[config.mk]
export PLATFORM = sky130hd
export DESIGN_NAME = round_sequencer_flat
export DESIGN_NICKNAME = d
export VERILOG_FILES = /design/src/rtl/roulette_pkg.sv /design/src/rtl/round_sequencer_if.sv /design/src/rtl/round_sequencer_pick_collector.sv /design/src/rtl/round_sequencer.sv /design/src/flat_wrapper.sv
export SDC_FILE = /design/constraint.sdc
export NUM_CORES = 1
export LEC_CHECK = 0
export CAP_MARGIN = 40
export CORE_AREA = 2 2 152 154
export CTS_CLUSTER_SIZE = 28
export DETAILED_ROUTE_END_ITERATION = 8
export DIE_AREA = 0 0 154 156
export PLACE_DENSITY_LB_ADDON = 0.08
export SYNTH_ARGS = -nofsm -noshare
export SYNTH_HDL_FRONTEND = slang
export SYNTH_SLANG_ARGS = --single-unit
[constraint.sdc]
create_clock -name clk -period 4.2 [get_ports clk]
set_clock_uncertainty 0.1 [all_clocks]
set_input_delay 0.84 -clock clk [delete_from_list [all_inputs] [get_ports clk]]
set_output_delay 0.84 -clock clk [all_outputs]
set_load 0.03 [all_outputs]
[src/rtl/roulette_pkg.sv]
`default_nettype none
// ============================================================================
// Module      : roulette_pkg
// Description : Shared types and constants for the roulette round controller.
// Revision    : 1.0 - initial release
// ============================================================================
package roulette_pkg;

    localparam int MONEY_W     = 16;
    localparam int MAX_PICKS   = 4;
    localparam int MAX_NUM     = 36;
    localparam int SLOT_W      = 6;
    localparam int CNT_W       = 3;
    localparam int PICK_LIST_W = MAX_PICKS * SLOT_W;

    typedef enum logic [3:0] {
        ST_IDLE   = 4'd0,
        ST_BET    = 4'd1,
        ST_PICK   = 4'd2,
        ST_SPIN   = 4'd3,
        ST_CHECK  = 4'd4,
        ST_UPDATE = 4'd5,
        ST_SETTLE = 4'd6,
        ST_RESULT = 4'd7,
        ST_OVER   = 4'd8,
        ST_CLEAR  = 4'd9
    } state_t;

    // Slot 0 lives in the least significant bits of the packed pick list.
    function automatic logic [SLOT_W-1:0] slot_get(input logic [PICK_LIST_W-1:0] list,
                                                   input int idx);
        return list[idx*SLOT_W +: SLOT_W];
    endfunction

endpackage
`default_nettype wire

[src/rtl/round_sequencer_if.sv]
`default_nettype none
// ============================================================================
// Module      : round_sequencer_if
// Description : Bundle of button, datapath-handshake and status signals.
// Revision    : 1.0 - initial release
// ============================================================================
interface round_sequencer_if;
    import roulette_pkg::*;

    logic                   bet_up;
    logic                   bet_down;
    logic                   pick_valid;
    logic [SLOT_W-1:0]      pick_num;
    logic                   confirm;
    logic                   cancel;
    logic                   spin_done;
    logic                   hit_valid;
    logic                   hit_win;
    logic [CNT_W-1:0]       hit_cnt_in;
    logic [MONEY_W-1:0]     current_money;
    logic                   money_zero;
    logic                   money_10000;
    logic [MONEY_W-1:0]     bet_amount;
    logic [CNT_W-1:0]       bet_count;
    logic [PICK_LIST_W-1:0] pick_list;
    logic                   spin_start;
    logic                   check_req;
    logic                   update_req;
    logic                   win_flag;
    logic [CNT_W-1:0]       hit_count;
    logic [3:0]             state_code;
    logic                   bet_err;
    logic                   game_over;
    logic                   game_clear;

    modport master (
        input  bet_up, bet_down, pick_valid, pick_num, confirm, cancel, spin_done,
               hit_valid, hit_win, hit_cnt_in, current_money, money_zero, money_10000,
        output bet_amount, bet_count, pick_list, spin_start, check_req, update_req,
               win_flag, hit_count, state_code, bet_err, game_over, game_clear
    );

    modport slave (
        output bet_up, bet_down, pick_valid, pick_num, confirm, cancel, spin_done,
               hit_valid, hit_win, hit_cnt_in, current_money, money_zero, money_10000,
        input  bet_amount, bet_count, pick_list, spin_start, check_req, update_req,
               win_flag, hit_count, state_code, bet_err, game_over, game_clear
    );

endinterface
`default_nettype wire

[src/rtl/round_sequencer_pick_collector.sv]
`default_nettype none
// ============================================================================
// Module      : pick_collector
// Description : Stores up to MAX_PICKS distinct in-range picks, packed by slot.
// Revision    : 1.0 - initial release
// ============================================================================
module pick_collector
    import roulette_pkg::*;
#(
    parameter int MAX_NUM_P = roulette_pkg::MAX_NUM
) (
    input  wire logic                   clk,
    input  wire logic                   rst,
    input  wire logic                   i_clear,
    input  wire logic                   i_add,
    input  wire logic [SLOT_W-1:0]      i_num,
    output logic      [PICK_LIST_W-1:0] o_pick_list,
    output logic      [CNT_W-1:0]       o_count
);

    logic [PICK_LIST_W-1:0] r_list;
    logic [CNT_W-1:0]       r_count;
    logic [MAX_PICKS-1:0]   w_dup;
    logic [PICK_LIST_W-1:0] w_list_next;
    logic                   w_accept;

    generate
        for (genvar i = 0; i < MAX_PICKS; i++) begin : g_slot
            assign w_dup[i] = (CNT_W'(i) < r_count) && (slot_get(r_list, i) == i_num);
        end
    endgenerate

    assign w_accept = i_add && (i_num <= SLOT_W'(MAX_NUM_P)) &&
                      (r_count < CNT_W'(MAX_PICKS)) && !(|w_dup);

    always_comb begin
        w_list_next = r_list;
        for (int i = 0; i < MAX_PICKS; i++) begin
            if (r_count == CNT_W'(i)) begin
                w_list_next[i*SLOT_W +: SLOT_W] = i_num;
            end
        end
    end

    always_ff @(posedge clk or posedge rst) begin
        if (rst) begin
            r_list  <= '0;
            r_count <= '0;
        end else if (i_clear) begin
            r_list  <= '0;
            r_count <= '0;
        end else if (w_accept) begin
            r_list  <= w_list_next;
            r_count <= r_count + CNT_W'(1);
        end
    end

    assign o_pick_list = r_list;
    assign o_count     = r_count;

endmodule
`default_nettype wire

[src/rtl/round_sequencer.sv]
`default_nettype none
// ============================================================================
// Module      : round_sequencer
// Description : Roulette round FSM: wager, picks, spin, hit check, settle.
// Revision    : 1.0 - initial release
// ============================================================================
module round_sequencer
    import roulette_pkg::*;
#(
    parameter int BET_STEP     = 10,
    parameter int SPIN_TIMEOUT = 50000000,
    parameter int RESULT_HOLD  = 100000000,
    parameter int MAX_NUM_P    = roulette_pkg::MAX_NUM
) (
    input  wire logic         clk,
    input  wire logic         rst,
    round_sequencer_if.master bus
);

    localparam logic [MONEY_W-1:0] c_STEP      = MONEY_W'(BET_STEP);
    localparam logic [31:0]        c_SPIN_LAST = 32'(SPIN_TIMEOUT - 1);
    localparam logic [31:0]        c_HOLD_LAST = 32'(RESULT_HOLD - 1);

    state_t             r_state;
    logic [MONEY_W-1:0] r_bet;
    logic [31:0]        r_timer;
    logic               r_spin_start, r_check_req, r_update_req, r_bet_err;
    logic               r_win, r_over, r_clear;
    logic [CNT_W-1:0]   r_hit_cnt;

    logic [CNT_W-1:0]       w_count;
    logic [PICK_LIST_W-1:0] w_list;
    logic                   w_confirm, w_spin_timeout, w_result_exit;
    logic                   w_pick_clear, w_pick_add, w_bet_ok;
    logic [MONEY_W:0]       w_up_sum;
    logic [MONEY_W-1:0]     w_bet_inc, w_bet_dec, w_bet_min, w_step_min, w_bet_clamp;

    // A simultaneous cancel always overrides confirm.
    assign w_confirm      = bus.confirm & ~bus.cancel;
    assign w_spin_timeout = (r_state == ST_SPIN) & ~bus.spin_done & (r_timer == c_SPIN_LAST);
    assign w_result_exit  = (r_state == ST_RESULT) & (w_confirm | (r_timer == c_HOLD_LAST));
    assign w_pick_clear   = ((r_state == ST_PICK) & bus.cancel) | w_spin_timeout | w_result_exit;
    assign w_pick_add     = (r_state == ST_PICK) & bus.pick_valid & ~bus.confirm & ~bus.cancel;

    assign w_up_sum    = {1'b0, r_bet} + {1'b0, c_STEP};
    assign w_bet_inc   = (w_up_sum > {1'b0, bus.current_money}) ? bus.current_money
                                                                : w_up_sum[MONEY_W-1:0];
    assign w_bet_dec   = (r_bet < c_STEP) ? '0 : (r_bet - c_STEP);
    assign w_bet_ok    = (r_bet != '0) && (r_bet <= bus.current_money);
    assign w_bet_min   = (r_bet > bus.current_money) ? bus.current_money : r_bet;
    assign w_step_min  = (bus.current_money < c_STEP) ? bus.current_money : c_STEP;
    assign w_bet_clamp = (w_bet_min == '0) ? w_step_min : w_bet_min;

    pick_collector #(
        .MAX_NUM_P (MAX_NUM_P)
    ) u_pick_collector (
        .clk         (clk),
        .rst         (rst),
        .i_clear     (w_pick_clear),
        .i_add       (w_pick_add),
        .i_num       (bus.pick_num),
        .o_pick_list (w_list),
        .o_count     (w_count)
    );

    always_ff @(posedge clk or posedge rst) begin
        if (rst) begin
            r_state      <= ST_IDLE;
            r_bet        <= c_STEP;
            r_timer      <= '0;
            r_spin_start <= 1'b0;
            r_check_req  <= 1'b0;
            r_update_req <= 1'b0;
            r_bet_err    <= 1'b0;
            r_win        <= 1'b0;
            r_hit_cnt    <= '0;
            r_over       <= 1'b0;
            r_clear      <= 1'b0;
        end else begin
            r_spin_start <= 1'b0;
            r_check_req  <= 1'b0;
            r_update_req <= 1'b0;
            r_bet_err    <= 1'b0;
            case (r_state)
                ST_IDLE: if (w_confirm) r_state <= ST_BET;
                ST_BET: begin
                    if (w_confirm) begin
                        if (w_bet_ok) r_state   <= ST_PICK;
                        else          r_bet_err <= 1'b1;
                    end else if (bus.bet_up && !bus.bet_down) begin
                        r_bet <= w_bet_inc;
                    end else if (bus.bet_down && !bus.bet_up) begin
                        r_bet <= w_bet_dec;
                    end
                end
                ST_PICK: begin
                    if (bus.cancel) begin
                        r_state <= ST_BET;
                    end else if (bus.confirm) begin
                        if (w_count != '0) begin
                            r_state      <= ST_SPIN;
                            r_spin_start <= 1'b1;
                            r_timer      <= '0;
                        end else begin
                            r_bet_err <= 1'b1;
                        end
                    end
                end
                ST_SPIN: begin
                    if (bus.spin_done) begin
                        r_state     <= ST_CHECK;
                        r_check_req <= 1'b1;
                    end else if (w_spin_timeout) begin
                        r_state   <= ST_BET;
                        r_bet_err <= 1'b1;
                    end else begin
                        r_timer <= r_timer + 32'd1;
                    end
                end
                ST_CHECK: if (bus.hit_valid) begin
                    r_win        <= bus.hit_win;
                    r_hit_cnt    <= bus.hit_cnt_in;
                    r_update_req <= 1'b1;
                    r_state      <= ST_UPDATE;
                end
                ST_UPDATE: begin
                    r_state <= ST_SETTLE;
                    r_timer <= '0;
                end
                // Second SETTLE cycle sees the flags registered after the balance update.
                ST_SETTLE: begin
                    if (r_timer == 32'd1) begin
                        r_timer <= '0;
                        if (bus.money_zero) begin
                            r_state <= ST_OVER;
                            r_over  <= 1'b1;
                        end else if (bus.money_10000) begin
                            r_state <= ST_CLEAR;
                            r_clear <= 1'b1;
                        end else begin
                            r_state <= ST_RESULT;
                        end
                    end else begin
                        r_timer <= r_timer + 32'd1;
                    end
                end
                ST_RESULT: begin
                    if (w_result_exit) begin
                        r_state <= ST_BET;
                        r_bet   <= w_bet_clamp;
                    end else begin
                        r_timer <= r_timer + 32'd1;
                    end
                end
                ST_OVER, ST_CLEAR: r_state <= r_state;
                default: r_state <= ST_IDLE;
            endcase
        end
    end

    assign bus.bet_amount = r_bet;
    assign bus.bet_count  = w_count;
    assign bus.pick_list  = w_list;
    assign bus.spin_start = r_spin_start;
    assign bus.check_req  = r_check_req;
    assign bus.update_req = r_update_req;
    assign bus.win_flag   = r_win;
    assign bus.hit_count  = r_hit_cnt;
    assign bus.state_code = r_state;
    assign bus.bet_err    = r_bet_err;
    assign bus.game_over  = r_over;
    assign bus.game_clear = r_clear;

endmodule
`default_nettype wire

[src/flat_wrapper.sv]
// flat-port wrapper written by rule: the top's interface ports become plain ports
module round_sequencer_flat import roulette_pkg::*;
#(
    parameter int BET_STEP     = 10,
    parameter int SPIN_TIMEOUT = 50000000,
    parameter int RESULT_HOLD  = 100000000,
    parameter int MAX_NUM_P    = roulette_pkg::MAX_NUM
)
  (clk, rst, bus_bet_up, bus_bet_down, bus_pick_valid, bus_pick_num, bus_confirm, bus_cancel, bus_spin_done, bus_hit_valid, bus_hit_win, bus_hit_cnt_in, bus_current_money, bus_money_zero, bus_money_10000, bus_bet_amount, bus_bet_count, bus_pick_list, bus_spin_start, bus_check_req, bus_update_req, bus_win_flag, bus_hit_count, bus_state_code, bus_bet_err, bus_game_over, bus_game_clear);
  round_sequencer_if bus_i ();
  input  wire logic clk;
  input  wire logic rst;
  input wire logic [$bits(bus_i.bet_up)-1:0] bus_bet_up;
  input wire logic [$bits(bus_i.bet_down)-1:0] bus_bet_down;
  input wire logic [$bits(bus_i.pick_valid)-1:0] bus_pick_valid;
  input wire logic [$bits(bus_i.pick_num)-1:0] bus_pick_num;
  input wire logic [$bits(bus_i.confirm)-1:0] bus_confirm;
  input wire logic [$bits(bus_i.cancel)-1:0] bus_cancel;
  input wire logic [$bits(bus_i.spin_done)-1:0] bus_spin_done;
  input wire logic [$bits(bus_i.hit_valid)-1:0] bus_hit_valid;
  input wire logic [$bits(bus_i.hit_win)-1:0] bus_hit_win;
  input wire logic [$bits(bus_i.hit_cnt_in)-1:0] bus_hit_cnt_in;
  input wire logic [$bits(bus_i.current_money)-1:0] bus_current_money;
  input wire logic [$bits(bus_i.money_zero)-1:0] bus_money_zero;
  input wire logic [$bits(bus_i.money_10000)-1:0] bus_money_10000;
  output wire logic [$bits(bus_i.bet_amount)-1:0] bus_bet_amount;
  output wire logic [$bits(bus_i.bet_count)-1:0] bus_bet_count;
  output wire logic [$bits(bus_i.pick_list)-1:0] bus_pick_list;
  output wire logic [$bits(bus_i.spin_start)-1:0] bus_spin_start;
  output wire logic [$bits(bus_i.check_req)-1:0] bus_check_req;
  output wire logic [$bits(bus_i.update_req)-1:0] bus_update_req;
  output wire logic [$bits(bus_i.win_flag)-1:0] bus_win_flag;
  output wire logic [$bits(bus_i.hit_count)-1:0] bus_hit_count;
  output wire logic [$bits(bus_i.state_code)-1:0] bus_state_code;
  output wire logic [$bits(bus_i.bet_err)-1:0] bus_bet_err;
  output wire logic [$bits(bus_i.game_over)-1:0] bus_game_over;
  output wire logic [$bits(bus_i.game_clear)-1:0] bus_game_clear;
  assign bus_i.bet_up = bus_bet_up;
  assign bus_i.bet_down = bus_bet_down;
  assign bus_i.pick_valid = bus_pick_valid;
  assign bus_i.pick_num = bus_pick_num;
  assign bus_i.confirm = bus_confirm;
  assign bus_i.cancel = bus_cancel;
  assign bus_i.spin_done = bus_spin_done;
  assign bus_i.hit_valid = bus_hit_valid;
  assign bus_i.hit_win = bus_hit_win;
  assign bus_i.hit_cnt_in = bus_hit_cnt_in;
  assign bus_i.current_money = bus_current_money;
  assign bus_i.money_zero = bus_money_zero;
  assign bus_i.money_10000 = bus_money_10000;
  assign bus_bet_amount = bus_i.bet_amount;
  assign bus_bet_count = bus_i.bet_count;
  assign bus_pick_list = bus_i.pick_list;
  assign bus_spin_start = bus_i.spin_start;
  assign bus_check_req = bus_i.check_req;
  assign bus_update_req = bus_i.update_req;
  assign bus_win_flag = bus_i.win_flag;
  assign bus_hit_count = bus_i.hit_count;
  assign bus_state_code = bus_i.state_code;
  assign bus_bet_err = bus_i.bet_err;
  assign bus_game_over = bus_i.game_over;
  assign bus_game_clear = bus_i.game_clear;
  round_sequencer #(.BET_STEP(BET_STEP), .SPIN_TIMEOUT(SPIN_TIMEOUT), .RESULT_HOLD(RESULT_HOLD), .MAX_NUM_P(MAX_NUM_P)) u_core (.clk(clk), .rst(rst), .bus(bus_i));
endmodule
==> After elaboration in Yosys (flattened, before gate mapping) <==
Index checks and enable logic that the tools add are counted.
{ "totals": {"reg_bits": 89, "latch_bits": 0, "ram_bits": 0, "romBits": 0, "inputBits": 37, "out_inout_bits": 57, "word_cells": 176, "mem_count": 0} }
{ "classes": {"addsub": 4, "mul": 0, "n_div": 0, "magnitude_cmp": 11, "n_eq_ne": 36, "shift": 0, "muxes": 56, "bitwise": 16, "n_reduce_logical": 37} }
{ "ops": {"columns": ["op", "count"], "rows": [
  ["2-to-1 mux 32 bit", 7],
  ["one-hot mux 32 bit (5 select lines)", 1],
  ["2-to-1 mux 16 bit", 9],
  ["2-to-1 mux 4 bit", 13],
  ["2-to-1 mux 24 bit", 2],
  ["one-hot mux 4 bit (9 select lines)", 1],
  ["adder 32 x 1 -> 32 bit (second input constant)", 1],
  ["equality test 32 x 1 -> 1 bit (second input constant)", 1],
  ["equality test 32 x 26 -> 1 bit (second input constant)", 1],
  ["equality test 32 x 27 -> 1 bit (second input constant)", 1],
  ["< comparator 16 x 4 -> 1 bit (second input constant)", 2],
  ["one-hot mux 16 bit (2 select lines)", 1],
  ["equality test 6 bit", 4],
  ["2-to-1 mux 6 bit", 4],
  ["adder 16 x 4 -> 17 bit (second input constant)", 1],
  ["greater-than comparator 17 x 16 -> 1 bit", 1],
  ["equality test 4 x 3 -> 1 bit (second input constant)", 4],
  ["greater-than comparator 16 bit", 1],
  ["less-or-equal comparator 16 bit", 1],
  ["logical NOT 16 bit", 1],
  ["inequality test 2 bit (second input constant)", 8],
  ["nonzero test 16 bit", 1],
  ["subtractor 16 x 4 -> 16 bit (second input constant)", 1],
  ["2-to-1 mux 1 bit", 15],
  ["33 further kinds", 78]
]} }

==> Logic depth before layout (Yosys ltp) <==
Gate-level depths: netlist of run 1.
{ "logic_depth": {"depth_word": 9, "ltp_mapped": 14, "mapped_depth_nobuf": 13} }

==> Modules after synthesis <==
Synthesis of run 1 repeated with hierarchy kept, for this count alone.
{ "hier_totals": {"hier_cells": 782, "hier_area_um2": 6851.6} }
{ "by_module_without_submodules": {"columns": ["mod", "n_inst", "cells_each", "area_per_inst_um2", "seq_area_each_um2"], "rows": [
  ["round_sequencer", 1, 635, 5301.3, 1554.0],
  ["pick_collector", 1, 147, 1550.2, 675.6]
]} }

==> Worst setup path before layout of run 1 <==
OpenSTA, ideal clock, no wires.
{ "synth_path": {"kind": "reg-to-reg", "start": "register u_core.r_bet[8] (netlist: u_core.bus.bet_amount[8])", "end": "register u_core.r_bet[15] (netlist: u_core.bus.bet_amount[15])", "setup_ns": 0.131, "t_arrival_ns": 3.412, "t_required_ns": 3.969, "slack_ns": 0.557, "path_stages_with_launch": 14, "path_buffers": 2, "period_less_slack_ns": 3.643, "path_cell_list": "dfrtp_1 -> clkbuf_1 -> nand4_1 -> nor4_1 -> xor2_1 -> ha_1 -> a21o_1 -> a211oi_1 -> o211ai_1 -> o21a_1 -> clkbuf_1 -> or3_1 -> a31oi_1 -> o21ai_0"} }
{ "synth_between": {"elab_chain_len": 6, "word_cells_on_any_way": 15, "classes_between": "add/sub: 2; order compare: 3; mux: 9; reduce/logical: 1"} }
{ "synth_lines": {"columns": ["item", "line_no", "text"], "rows": [
  ["start, declared", "round_sequencer.sv:25", "logic [MONEY_W-1:0] r_bet;"],
  ["start signal, assigned", "round_sequencer.sv:69", "r_bet <= c_STEP;"],
  ["start signal, assigned", "round_sequencer.sv:91", "r_bet <= w_bet_inc;"],
  ["start signal, assigned", "round_sequencer.sv:93", "r_bet <= w_bet_dec;"],
  ["adder 16 x 4 -> 17 bit, or another cell as far along", "round_sequencer.sv:45", "assign w_up_sum = {1'b0, r_bet} + {1'b0, c_STEP};"],
  ["greater-than comparator 17 x 16 -> 1 bit, or another cell as far along", "round_sequencer.sv:46", "assign w_bet_inc = (w_up_sum > {1'b0, bus.current_money}) ? bus.current_money"],
  ["2-to-1 mux 16 bit, or another cell as far along", "round_sequencer.sv:46", null],
  ["2-to-1 mux 16 bit, on equally long branches", "round_sequencer.sv:90, round_sequencer.sv:52", null],
  ["2-to-1 mux 16 bit, on equally long branches", "round_sequencer.sv:87, round_sequencer.sv:148", null],
  ["one-hot mux 16 bit (2 select lines) *", "round_sequencer.sv:84", "case (r_state)"]
]} }
Every way passes the cells marked *; elsewhere a longest branch is shown, timed or not. The select of a mux whose other input is x is not followed.
A chain may end at the register's enable or synchronous reset.

==> Worst setup path after layout of run 1 <==
{ "layout_path": {"start": "register u_core.r_bet[1] (netlist: u_core.bus.bet_amount[1])", "end": "register u_core.r_bet[10] (netlist: u_core.bus.bet_amount[10])"} }
The elaborated chain is that of the path after synthesis.

==> qor.csv, run 1 <==
stage,metric,value,unit
timing,finalHoldViolCount,0,
clock_tree,clk_pin_slew,0.08,ns
detailed_routing,finalWirelength,24160,um
synth,synth_area_leaders,"dfrtp_1, ha_1, o21ai_0",
floorplanning,die_width,154,um
cells_and_area,utilization,0.3810,
placed_design,dp.cells,1174,
clock_tree,clock_latency,0.36,ns
synth,synth_largest_area_cell,dfrtp_1,
status,outcome,completed,
critical_path,cp-end-kind,register,
power_and_ir_drop,peakVddDrop,0.0003241,V
power_and_ir_drop,power_density,545.6,nW/um^2
synth,syn-instance-count,805,
placed_design,dp_slack,0.3288,ns
detailed_routing,vias,6729,
floorplanning,pin_count,94,
global_routing,grt_max_degree,45,
synth,yosysWarnings,0,
global_routing,grt_pass1_vias,6763,
cells_and_area,final_cell_mix,"clkdlybuf4s50_1, dfrtp_1, nor2_1",
synth,ys_ff_latch,89,
floorplanning,start_util,0.3075,
placed_design,port_buffers,93,
timing,rsz0062_at_grt,false,
critical_path,cp.required,4.36,ns
flow_run,drv_cap,0,
detailed_routing,drc,0,
synth,syn-mean-instance-area,8.544,um^2
timing,tightest_slew,0.8608,ns
cells_and_area,instances_no_fill,1190,
global_routing,grt-ovfl-total,0,
timing,slew_headroom,0.4200,
cells_and_area,n_antenna_cell,0,
detailed_routing,viasPerCell,5.655,
timing,tns,0,ns
cells_and_area,area_delta_synth_final,23.89,%
synth,synthesis.nets,880,
clock_tree,htree_levels,3,
detailed_routing,wl_per_cell,20.30,um
clock_tree,cts_setup_buffers,0,
clock_tree,ctsResizeCount,0,
synth,yosysSeqAreaShare,0.3242,
cells_and_area,drive_gt1_frac,0.1105,
timing,fmax,0.2608,GHz
power_and_ir_drop,power.total,4.649,mW
detailed_routing,postRouteAntennaNets,0,
timing,final.min_clock_period,3.835,ns
clock_tree,numCtsBuffers,9,
floorplanning,fp.dieH,156,um
synth,synth-edff-count,0,
critical_path,path_class,register to register,
floorplanning,num_rows,55,
synth,synthFlopType,dfrtp_1,
timing,slew_violations,0,
global_routing,grt_pass1_wl,38540,um
floorplanning,dieArea,24020,um^2
synth,netlist_area,6878,um^2
placed_design,place_congestion,0.9266,
global_routing,track_usage,0.2040,
detailed_routing,drt_iter0_drc,458,
power_and_ir_drop,power.leakage,3.619,nW
cells_and_area,final_common_cell,clkdlybuf4s50_1,
synth,async_reset_ff_frac,1.000,
timing,post-route-period-util,0.9130,
worst_hold_path,hp-class,register to register,
critical_path,reg2regPathDepth,13,
timing,worst_slack,0.3655,ns
clock_tree,ctsHoldBuffers,0,
synth,synthDistinctLibCells,82,
clock_tree,max-clock-path-buffers,2,
floorplanning,core_area,22370,um^2
clock_tree,root_buffer,clkbuf_16,
worst_hold_path,hold_depth,1,
critical_path,cp-start-kind,register,
global_routing,antenna_found_initial,0,
clock_tree,cts_tree,built,
detailed_routing,firstDrtPassIters,5,
clock_tree,cts.sinks,89,
placed_design,post-dp-hpwl,18100,um
synth,synth.top_cell.area_share,0.3165,
critical_path,path_max_fanout,9,
timing,setup_viol,0,
critical_path,arrival,3.99,ns
cells_and_area,fin_nets,975,
power by group:
group	internal, mW	switching, mW
Sequential	1.00	0.195
Combinational	1.04	1.59
Clock	0.426	0.397
metal layers:
layer | vias up | global-route usage | wire [um]
met4 | 0 | 0.06987 | 521
li1 | 3170 | - | -
met1 | 3309 | 0.2679 | 10920
met3 | 39 | 0.03139 | 1317
met2 | 211 | 0.3427 | 11390
met5 | - | 0 | 0
layout make-up:
type                       instances  area, um^2
fill                            2314       13840
multi-input combinational        629        4252
sequential                        89        2230
timing repair buffer             132        1246
tap                              285       356.6
clock buffer                      10       239.0
inverter                          39       147.6
clock inverter                     6       50.05
cell usage after synthesis (7+ instances only):
| cell type | number |
|---|---|
| clkbuf_1 | 27 |
| nor4_1 | 12 |
| o22ai_1 | 13 |
| buf_2 | 12 |
| nor2_1 | 76 |
| nor3_1 | 14 |
| or3_1 | 22 |
| ha_1 | 38 |
| xor2_1 | 8 |
| a21oi_2 | 9 |
| nand4_1 | 24 |
| o21ai_1 | 8 |
| mux2_2 | 7 |
| a21oi_1 | 46 |
| and3_1 | 10 |
| o221ai_1 | 8 |
| nand2b_1 | 8 |
| mux2i_1 | 28 |
| inv_1 | 39 |
| xnor2_1 | 30 |
| dfrtp_1 | 87 |
| nand2_1 | 52 |
| nand3_1 | 33 |
| o21ai_0 | 58 |
| o31ai_1 | 11 |
critical path: stages, from the launching register on:
cell      delay (ns)
dfstp_2         0.62
a21oi_1         0.18
nor4_1          0.36
buf_4           0.20
xor2_1          0.21
ha_1            0.30
a21o_1          0.18
a211oi_1        0.29
o211ai_1        0.21
o21a_1          0.31
nor2_1          0.37
buf_4           0.19
nor3_1          0.04
o21a_1          0.17
worst paths after layout:
| path | end | start | slack [ns] |
|---|---|---|---|
| min | u_core.bus.game_over$_DFFE_PP0P_ | u_core.bus.game_over$_DFFE_PP0P_ | 0.37 |
| max in group asynchronous | u_core.bus.bet_amount[14]$_DFFE_PP0P_ | rst | 2.71 |
| max reg2reg | u_core.bus.bet_amount[10]$_DFFE_PP0P_ | u_core.bus.bet_amount[1]$_DFFE_PP1P_ | 0.37 |
| min reg2reg | u_core.bus.game_over$_DFFE_PP0P_ | u_core.bus.game_over$_DFFE_PP0P_ | 0.37 |
| min in group asynchronous | u_core.bus.check_req$_DFF_PP0_ | rst | 0.70 |
| max | u_core.bus.bet_amount[10]$_DFFE_PP0P_ | u_core.bus.bet_amount[1]$_DFFE_PP1P_ | 0.37 |
kinds of logic after synthesis:
kind of cell    synth area share
simple gates              0.2387
buf+inv                  0.05767
compound gates            0.2078
fa+ha+maj                0.06913
flops                     0.3242
mux                      0.05421
xor+xnor                 0.04839
flip-flops by register name, indices dropped and copies added, names as in the netlist, 3 cells and up:
| name | cells |
|---|---|
| u_core.u_pick_collector.o_count | 3 |
| u_core.bus.hit_count | 3 |
| u_core.u_pick_collector.o_pick_list | 24 |
| u_core.bus.bet_amount | 16 |
| u_core.r_timer | 32 |
| u_core.bus.state_code | 4 |
per-stage QoR:
step           instance area [um^2]  hold slack, ns
2_1_floorplan                  6878          0.3819
3_3_place_gp                   8207          0.3459
3_5_place_dp                   8232          0.3497
4_1_cts                        8521          0.3683
5_1_grt                        8521          0.4053
6_report                       8521          0.3663
Power figures use the tool's default switching activity.
==> run 2, diff against run 1 <==
Settings changed: CORE_AREA 2 2 152 154 to 4 4 154 156, DIE_AREA 0 0 154 156 to 0 0 158 160, REMOVE_ABC_BUFFERS set to 1.
==> qor.csv, run 2 (synthesis gave the netlist of run 1 again) <==
stage,metric,value,unit,change
status,outcome,completed,,
critical_path,path_max_fanout,15,,+6
flow_run,drv_cap,0,,unchanged
timing,fmax,0.2534,GHz,-2.8%
floorplanning,num_rows,55,,unchanged
global_routing,antenna_found_initial,0,,unchanged
clock_tree,cts.sinks,89,,unchanged
placed_design,dpl_cell_area,8178,um^2,-0.65%
timing,tns,0,ns,unchanged
timing,post-route-period-util,0.9397,,+0.02672
timing,slew_headroom,0.4138,,-0.006211
floorplanning,die_width,158,um,+2.6%
timing,finalHoldViolCount,0,,unchanged
floorplanning,start_util,0.3075,,unchanged
clock_tree,clock_latency,0.35,ns,about the same
detailed_routing,viasPerCell,5.661,,+0.11%
timing,slew_violations,0,,unchanged
cells_and_area,largest_register,u_core.r_timer,,
cells_and_area,final_cell_mix,"clkdlybuf4s50_1, dfrtp_1, nor2_1",,
clock_tree,clk_pin_slew,0.07,ns,about the same
timing,final.min_clock_period,3.947,ns,+0.1122 ns
power_and_ir_drop,p_int,2.531,mW,+2.4%
floorplanning,pin_count,94,,unchanged
clock_tree,cts_tree,built,,
global_routing,grt-ovfl-total,0,,unchanged
critical_path,cp-end-kind,register,,
detailed_routing,postRouteAntennaNets,0,,unchanged
cells_and_area,area_delta_synth_final,23.36,%,
critical_path,cp-start-kind,register,,
detailed_routing,firstDrtPassIters,6,,+1
detailed_routing,finalWirelength,23330,um,-3.4%
detailed_routing,drt_iter0_drc,631,,+38%
floorplanning,core_area,22370,um^2,unchanged
power_and_ir_drop,clockPowerShare,0.179,,+0.002
placed_design,post-dp-hpwl,17700,um,-2.2%
power_and_ir_drop,power.leakage,3.596,nW,-0.62%
global_routing,grt_max_degree,50,,+11%
placed_design,port_buffers,93,,unchanged
global_routing,grt_pass1_vias,6543,,-3.3%
cells_and_area,n_antenna_cell,0,,unchanged
cells_and_area,largest_reg_flops,32,,unchanged
timing,setup_viol,0,,unchanged
timing,rsz0062_at_grt,false,,
global_routing,track_usage,0.1834,,-0.02058
clock_tree,cts_setup_buffers,0,,unchanged
detailed_routing,wl_per_cell,19.74,um,-2.8%
detailed_routing,drc,0,,unchanged
cells_and_area,drive_gt1_frac,0.1026,,-0.007933
clock_tree,root_buffer,clkbuf_16,,
power_and_ir_drop,peakVddDrop,0.0002987,V,-7.9%
cells_and_area,fin_nets,967,,-0.82%
clock_tree,max-clock-path-buffers,2,,unchanged
clock_tree,ctsResizeCount,0,,unchanged
global_routing,grt_pass1_wl,37090,um,-3.8%
floorplanning,fp.dieH,160,um,+2.6%
placed_design,place_congestion,0.9259,,about the same
power_and_ir_drop,power_switching,2.150,mW,-1.3%
clock_tree,htree_levels,3,,unchanged
clock_tree,ctsHoldBuffers,0,,unchanged
critical_path,path_class,register to register,,
power_and_ir_drop,comb_power_share,0.563,,-0.002
critical_path,cp.required,4.30,ns,-0.06 ns
cells_and_area,final_common_cell,clkdlybuf4s50_1,,
critical_path,arrival,4.05,ns,+0.06 ns
power_and_ir_drop,seq_power_share,0.258,,about the same
power_and_ir_drop,power_density,551.7,nW/um^2,+1.1%
floorplanning,dieArea,25280,um^2,+5.2%
timing,tightest_slew,0.8701,ns,+0.009220 ns
clock_tree,numCtsBuffers,9,,unchanged
power_and_ir_drop,netSwitchingFraction,0.4592,,-0.009171
worst_hold_path,hp-class,register to register,,
detailed_routing,vias,6691,,-0.56%
cells_and_area,final_area,8484,um^2,-0.43%
==> run 2: layer usage <==
layer  GRT usage  share of wire  up-vias
li1            -              -     3150
met1      0.2714           0.47     3260
met2      0.2742           0.45      255
met3     0.03686          0.068       26
met4     0.04420          0.015        0
met5           0              0        -
==> run 2: cell type report <==
cell class              count  area (um^2)
flip-flops and latches     89         2230
clock buffers              11        252.7
well taps                 285        356.6
fillers                  2276        13880
repair buffers            124         1192
inverters                  39        147.6
clock inverters             5        53.80
multi-input cells         629         4252
==> run 2: worst paths after layout <==
path	from	to	slack [ns]	cells past startpoint
hold reg to reg	u_core.bus.game_over$_DFFE_PP0P_	u_core.bus.game_over$_DFFE_PP0P_	0.37	1
max in group asynchronous	rst	u_core.bus.bet_amount[1]$_DFFE_PP1P_	2.40	3
setup / recovery	u_core.bus.bet_amount[3]$_DFFE_PP1P_	u_core.bus.bet_amount[13]$_DFFE_PP0P_	0.25	15
setup reg to reg	u_core.bus.bet_amount[3]$_DFFE_PP1P_	u_core.bus.bet_amount[13]$_DFFE_PP0P_	0.25	15
min in group asynchronous	rst	u_core.u_pick_collector.o_pick_list[19]$_DFFE_PP0P_	0.83	2
hold / removal	u_core.bus.game_over$_DFFE_PP0P_	u_core.bus.game_over$_DFFE_PP0P_	0.37	1
==> run 2: critical path: stages (launching register included) <==
cell and delay [ns]:
dfstp_2 0.74, a21oi_1 0.20, nor2_1 0.34, and4_1 0.25
xor2_1 0.23, ha_1 0.29, and3_1 0.15, o21ai_0 0.17
buf_4 0.15, o211ai_1 0.15, o21ai_1 0.16, buf_4 0.19
nand2_1 0.09, buf_4 0.16, o21ai_0 0.30, o311ai_1 0.13
==> run 2: metrics by stage <==
stage / std cells / utilization / total power [mW] / setup WS, ns / hold WS (ns)
finish: 1182 / 0.3794 / 4.681 / 0.2532 / 0.3733
global route: 1182 / 0.3794 / 5.005 / 0.04946 / 0.3994
detailed placement: 1166 / 0.3657 / 3.833 / 0.2070 / 0.3642
floorplan: 757 / - / 2.764 / 0.1989 / 0.3846
CTS: 1182 / 0.3794 / 4.701 / 0.3101 / 0.3781
global placement: 1165 / 0.3651 / 3.823 / 0.3229 / 0.3537
==> run 2: power groups by stage <==
stage	registers [mW]	logic, mW	clock network [mW]
2_1_floorplan	1.51	1.25	0
3_3_place_gp	1.21	2.61	0
3_5_place_dp	1.22	2.61	0
4_1_cts	1.21	2.63	0.866
5_1_grt	1.24	2.87	0.899
6_report	1.21	2.64	0.837
==> run 3, diff against run 2 <==
Clock period 4.2 ns to 4.9 ns, I/O delays scaled along.
==> qor.csv, run 3 (synthesis gave the netlist of run 1 again) <==
stage,metric,value,unit,change
timing,setup_viol,0,,unchanged
critical_path,cp.required,5.00,ns,+0.70 ns
clock_tree,cts_tree,built,,
timing,worst_slack,0.7050,ns,+0.4518 ns
timing,fmax,0.2384,GHz,-5.9%
critical_path,arrival,4.29,ns,+0.24 ns
global_routing,grt_max_degree,35,,-30%
detailed_routing,firstDrtPassIters,5,,-1
cells_and_area,largest_register,u_core.r_timer,,
timing,tns,0,ns,unchanged
cells_and_area,instances_no_fill,1170,,-1.0%
floorplanning,dieArea,25280,um^2,unchanged
floorplanning,start_util,0.3075,,unchanged
clock_tree,numCtsBuffers,9,,unchanged
timing,holdWs,0.3740,ns,+0.0007070 ns
critical_path,critPathMaxStageDelay,0.74,ns,about the same
critical_path,crit_chain,nand4_1 > nor4_1 > xor2_1 > ha_1 > a21o_1 > a211oi_1 > o211ai_1 > o21a_1 > or3_1 > a31oi_1 > o21ai_0,,
cells_and_area,drive_gt1_frac,0.08814,,-0.01443
clock_tree,clock_latency,0.35,ns,about the same
critical_path,cp-start-kind,register,,
timing,post-route-period-util,0.8561,,-0.08359
critical_path,path_class,register to register,,
clock_tree,ctsResizeCount,0,,unchanged
power_and_ir_drop,peakVddDrop,0.0002873,V,-3.8%
detailed_routing,viasPerCell,5.660,,about the same
placed_design,port_buffers,93,,unchanged
timing,tightest_slew,0.8161,ns,-0.05392 ns
detailed_routing,finalWirelength,22890,um,-1.9%
status,outcome,completed,,
global_routing,track_usage,0.1799,,-0.003482
floorplanning,die_width,158,um,unchanged
clock_tree,htree_levels,3,,unchanged
floorplanning,num_rows,55,,unchanged
placed_design,place_congestion,0.9512,,+2.7%
global_routing,gr-usage-met3,0.03821,,+0.001355
global_routing,grt-ovfl-total,0,,unchanged
floorplanning,core_area,22370,um^2,unchanged
detailed_routing,postRouteAntennaNets,0,,unchanged
critical_path,critPathSlowestCell,nor4_1,,
clock_tree,root_buffer,clkbuf_16,,
cells_and_area,n_antenna_cell,0,,unchanged
placed_design,dp.cells,1154,,-1.0%
global_routing,antenna_found_initial,0,,unchanged
critical_path,r2r-start,u_core.bus.bet_amount[8]$_DFFE_PP0P_,,
detailed_routing,drt_iter0_drc,562,,-11%
detailed_routing,wl_per_cell,19.56,um,-0.87%
placed_design,post-dp-hpwl,17510,um,-1.1%
worst_hold_path,hp-class,register to register,,
global_routing,grt_pass1_vias,6396,,-2.2%
critical_path,cp-end-kind,register,,
floorplanning,pin_count,94,,unchanged
cells_and_area,final_common_cell,clkdlybuf4s50_1,,
cells_and_area,area_delta_synth_final,21.47,%,
worst_hold_path,hold_depth,1,,unchanged
worst_hold_path,min_to,u_core.bus.game_over$_DFFE_PP0P_,,
detailed_routing,drc,0,,unchanged
timing,slew_violations,0,,unchanged
global_routing,use_met2,0.2703,,-0.003870
critical_path,r2r_slack,0.71,ns,+0.45 ns
clock_tree,cts_setup_buffers,0,,unchanged
timing,finalHoldViolCount,0,,unchanged
timing,rsz0062_at_grt,false,,
critical_path,reg2regPathDepth,11,,-4
clock_tree,clk_pin_slew,0.07,ns,about the same
global_routing,busiest_layer,met2,,
clock_tree,max-clock-path-buffers,2,,unchanged
placed_design,dp_slack,0.5358,ns,+0.3289 ns
clock_tree,cts.sinks,89,,unchanged
global_routing,grt_pass1_wl,36290,um,-2.2%
critical_path,rr_endpoint,u_core.bus.bet_amount[15]$_DFFE_PP0P_,,
cells_and_area,fill_cells,2224,,-2.3%
timing,final.min_clock_period,4.195,ns,+0.2482 ns
detailed_routing,vias,6622,,-1.0%
cells_and_area,final_cell_mix,"clkdlybuf4s50_1, dfrtp_1, nor2_1",,
critical_path,path_max_fanout,11,,-4
flow_run,drv_cap,0,,unchanged
power_and_ir_drop,power.leakage,3.511,nW,-2.4%
global_routing,grt_use_met1,0.2677,,-0.003689
critical_path,crit_family,simple AND/OR/NAND/NOR gates,,
timing,slew_headroom,0.4502,,+0.03632
clock_tree,ctsHoldBuffers,0,,unchanged
critical_path,crit_buf_inv,0,,-3
worst_hold_path,worstHoldStart,u_core.bus.game_over$_DFFE_PP0P_,,
power_and_ir_drop,power.total,3.867,mW,-17%
cells_and_area,fin_nets,955,,-1.2%
floorplanning,fp.dieH,160,um,unchanged
cells_and_area,largest_reg_flops,32,,unchanged
power_and_ir_drop,power_density,462.8,nW/um^2,-16%
## run 3: routing by layer
layer,share of wire,up-vias,wire length [um]
li1,-,3120,-
met1,0.47,3240,10650
met2,0.45,239,10280
met3,0.073,23,1674
met4,0.012,0,281
met5,0,-,0
## run 3: area by class of cell
type	instances	area [um^2]	share of cell area
Clock buffer	11	232.7	0.02786
Tap cell	285	356.6	0.04268
Multi-Input combinational cell	629	4252	0.5089
Sequential cell	89	2230	0.2669
Inverter	39	147.6	0.01767
Clock inverter	5	38.79	0.004643
Timing Repair Buffer	112	1097	0.1313
## run 3: where the power goes
part | internal, mW | switching, mW
combinational | 0.830 | 1.31
sequential | 0.861 | 0.217
clock | 0.348 | 0.298
## run 3: how the worst max path moves through the flow
stage                                               from                                     to  slack (ns)  depth (start not counted)
floorplan                          bus_current_money[14]   u_core.bus.state_code[0]$_DFFE_PP0P_        0.76                          9
global placement                    bus_current_money[7]   u_core.bus.state_code[0]$_DFFE_PP0P_        0.64                         10
detailed placement                  bus_current_money[7]   u_core.bus.state_code[0]$_DFFE_PP0P_        0.54                         10
CTS                 u_core.bus.bet_amount[8]$_DFFE_PP0P_  u_core.bus.bet_amount[15]$_DFFE_PP0P_        0.78                         11
global route        u_core.bus.bet_amount[8]$_DFFE_PP0P_   u_core.bus.bet_amount[0]$_DFFE_PP0P_        0.41                         11
finish              u_core.bus.bet_amount[8]$_DFFE_PP0P_  u_core.bus.bet_amount[15]$_DFFE_PP0P_        0.71                         11
## run 3: per-stage QoR
| step | area, um^2 | util |
|---|---|---|
| 5_1_grt | 8354 | 0.3735 |
| 3_5_place_dp | 8083 | 0.3614 |
| 3_3_place_gp | 8036 | 0.3593 |
| 4_1_cts | 8354 | 0.3735 |
| 6_report | 8354 | 0.3735 |
| 2_1_floorplan | 6628 | - |
